===== config.mk =====
export PLATFORM = sky130hd
export DESIGN_NAME = risc_i_unit
export DESIGN_NICKNAME = d
export VERILOG_FILES = /design/src/rtl/risc_i_unit.sv
export SDC_FILE = /design/constraint.sdc
export NUM_CORES = 1
export LEC_CHECK = 0
export ABC_AREA = 1
export CORE_MARGIN = 2
export CORE_UTILIZATION = 34
export CTS_CLUSTER_DIAMETER = 150
export DETAILED_ROUTE_END_ITERATION = 10
export MAX_ROUTING_LAYER = met4
export PLACE_DENSITY = 0.75
export RECOVER_POWER = 100
export REMOVE_ABC_BUFFERS = 1
export SETUP_SLACK_MARGIN = 0.1
export SKIP_CTS_REPAIR_TIMING = 1
export SLEW_MARGIN = 20
export SYNTH_ARGS = -nofsm -noshare
export SYNTH_HDL_FRONTEND = slang
export SYNTH_SLANG_ARGS = --single-unit

===== constraint.sdc =====
create_clock -name clk -period 0.97 [get_ports clk]
set_input_delay 0.097 -clock clk [delete_from_list [all_inputs] [get_ports clk]]
set_output_delay 0.097 -clock clk [all_outputs]
set_load 0.1 [all_outputs]

===== src/rtl/risc_i_unit.sv =====
// Fetch stage of the 13-bit RISC datapath: a free-running 5-bit PC and a 13-bit instruction register.
// Optional decode outputs derived from ir are enabled by defining RISC_IUNIT_DECODE_EN.
module risc_i_unit (
   input  logic        clk,
   input  logic        rst_n,
   input  logic [12:0] instruction,
   output logic [4:0]  pc,
   output logic [12:0] ir
`ifdef RISC_IUNIT_DECODE_EN
   ,
   output logic [3:0]  opcode,
   output logic [2:0]  rd,
   output logic [2:0]  rs,
   output logic [2:0]  rt,
   output logic [15:0] op_onehot,
   output logic        illegal
`endif
);

   // rst_n is active-high despite its name; PC wraps modulo 32 with no flag.
   always_ff @(posedge clk or posedge rst_n) begin
      if (rst_n) begin
         pc <= 5'h00;
         ir <= 13'h0000;
      end else begin
         pc <= pc + 5'd1;
         ir <= instruction;
      end
   end

`ifdef RISC_IUNIT_DECODE_EN
   // Decode looks only at the registered ir so downstream logic never sees memory-bus glitches.
   always_comb begin
      opcode            = ir[12:9];
      rd                = ir[8:6];
      rs                = ir[5:3];
      rt                = ir[2:0];
      op_onehot         = 16'h0000;
      op_onehot[opcode] = 1'b1;
      illegal           = (opcode == 4'd0) || (opcode > 4'd13);
   end
`endif

endmodule


==> parameters.txt <==
Parameter                              Value

Outcome
  Result of the run    finished, violations left
  Violated checks    setup timing

Worst setup path
  Maximum fanout along the worst path    4
  Category of the most critical setup path    reg2out
  Largest incremental delay on the critical path    0.41 ns
  Largest delay contributor family on the critical path    flip-flops
  CP Capture Type    output port
  Critical-path top delay cell    sky130_fd_sc_hd__dfrtp_1
  Chain of cells forming the critical path    buf_6 -> buf_12
  Total buffers and inverters traversed by the critical path    2
  Worst reg-to-reg setup slack    0.06 ns
  Required time of the critical path    0.87 ns
  Arrival time at the worst endpoint    1.00 ns
  Worst setup SP type    flop

Detailed routing
  Number of nets still failing antenna checks after routing    0
  Detailed Route Iter0 Violations    1
  Routed wirelength normalized by instance count    14.4 um
  Aggregate routed wire length    1310 um
  Number of iterations in the first detailed-routing pass    4
  Ratio of routed vias to standard cells    4.35
  DRC    0
  Via total after detailed routing    396

STA
  Final worst-path cycle share    113%
  Top achievable clock speed    0.912 GHz
  Pins Over Slew Limit    0
  Worst slew pin tran    0.435 ns
  Setup-failing EPs final    18
  Least setup slack across all paths after layout    -0.126 ns
  Max transition margin    71.0%
  Layout Skew    0.000242 ns
  Worst hold slack    0.313 ns
  RSZ-0062 raised after global routing    true
  Final Hold Vio Count    0
  Post-layout min period    1.10 ns

Cells and area
  Total area of multi-input combinational cells    63.8 um^2
  Area occupied by registers    453 um^2
  Area delta synth->final    119%
  Post-route core utilization    77.9%
  Fillcell total    97
  Fraction of final layout cells with drive strength greater than 1    42.7%
  N_diodes    0
  NumNets Final    92

CTS
  Number of buffers created by CTS    3
  CTS Root Buffer Type    sky130_fd_sc_hd__clkbuf_4
  H-tree Lvls    1
  TritonCTS clock tree    yes
  Insertion delay to the later sink of the worst-skew pair    0.29 ns
  CTS sink count    18
  Buffer depth of the longest clock path    2
  Clock-pin slew on the worst setup and hold paths    0.10 ns

Die
  Die Wd    43.3 um
  Starting utilization of the core area    35.6%
  I/O pin count    33
  Floorplan die height    43.3 um
  Standard-cell rows    14
  Core Area    1470 um^2
  Die footprint    1870 um^2

Logic synthesis
  Flops & latches, synth    18
  Sequential share of the synthesized area    85.9%
  Cells after Synth    32
  Distinct cells, synth    7
  Mean instance size in the synthesized netlist    16.4 um^2
  Warnings, synthesis    0
  Syn Std Cell Area    524 um^2

GRT
  Total grt overflow    0
  Initial antenna violation count    0
  Largest net degree at the start of global routing    19
  First-pass GRT wire length    1930 um
  Overall Global Routing Usage    16.0%
  Via count of the first global-routing pass    409

Power
  Leakage    0.550 nW
  Power density over the cells    1440 nW/um^2
  Worst supply voltage drop on vdd    1.06 mV

Placement
  Weighted congestion reported at the end of routability-driven placement    0.671
  PortBufs    32

Worst hold path
  Worst min-delay path category    in2async

Job
  Max-Cap Viols    0
## cell type report
cell class | instances | share of cell area, %
clock buffer | 4 | 3.17
inverter | 4 | 1.31
multi-input combinational | 10 | 5.57
sequential | 18 | 39.5
tap | 16 | 1.75
timing repair buffer | 39 | 48.7
## per-stage QoR
stage	cell area [um^2]	setup slack, ns	setup TNS (ns)	total power [mW]	std cells
6_report	1150	-0.126	-0.486	1.65	91
5_1_grt	1150	-0.156	-1.02	1.70	91
4_1_cts	1100	-0.146	-0.789	1.68	87
3_5_place_dp	1070	0.0885	0	1.22	83
3_3_place_gp	1070	0.117	0	1.21	83
2_1_floorplan	524	-0.662	-2.74	1.02	32
## power by group
part | leakage, nW | switching, mW | internal, mW | total (mW)
clock | 0.0210 | 0.231 | 0.229 | 0.460
combinational | 0.321 | 0.242 | 0.145 | 0.387
sequential | 0.209 | 0.0238 | 0.777 | 0.801
## cell usage after synthesis
library cell,number,area [um^2]
sky130_fd_sc_hd__xor2_1,1,8.76
sky130_fd_sc_hd__nand4_1,2,12.5
sky130_fd_sc_hd__nand3_1,2,10.0
sky130_fd_sc_hd__ha_1,1,12.5
sky130_fd_sc_hd__inv_1,4,15.0
sky130_fd_sc_hd__dfrtp_1,18,450
sky130_fd_sc_hd__nand2_1,4,15.0
## worst register-to-register path, delay by kind of cell (launching register included)
family / cells / cell delay, ns
buf+inv: 2 / 0.24
flops: 1 / 0.39
simple gates: 3 / 0.20
## cells in the final DEF (no fill, tap or decap), drive strengths merged
cell and count:
inv 4, dfrtp 18, buf 24, nand3 2, ha 1, dlygate4sd3 14, xor2 1, nand2 4
clkbuf 5, nand4 2
## sequential cells by signal, summed over array words and instances, names as in the netlist
signal and flops:
pc 5, ir 13
## cell families (layout without fill, tap and decap cells)
logic type / count (synthesis) / count (layout) / synth area share [%]
AND/OR/NAND/NOR: 8 / 8 / 7.16
buffers and inverters: 4 / 47 / 2.86
XOR/XNOR: 1 / 1 / 1.67
flip-flops: 18 / 18 / 85.9
adder cells (fa/ha/maj): 1 / 1 / 2.39
## routing by layer
metal	share of wire [%]	GRT usage (%)
met3	3.6	1.28
met4	3.1	16.4
met5	0	-
met2	58	26.3
met1	35	16.0
## final timing paths
path                                 from  endpoint  depth (start not counted)
setup / recovery                    pc[0]     pc[0]                          2
hold / removal                      rst_n     ir[0]                          3
setup reg to reg                    pc[0]     pc[3]                          5
hold reg to reg                     pc[1]     pc[1]                          1
max in group asynchronous           rst_n     pc[3]                          3
min in group clk           instruction[6]     ir[6]                          1
No activity file was read; power rests on OpenSTA's default activity.
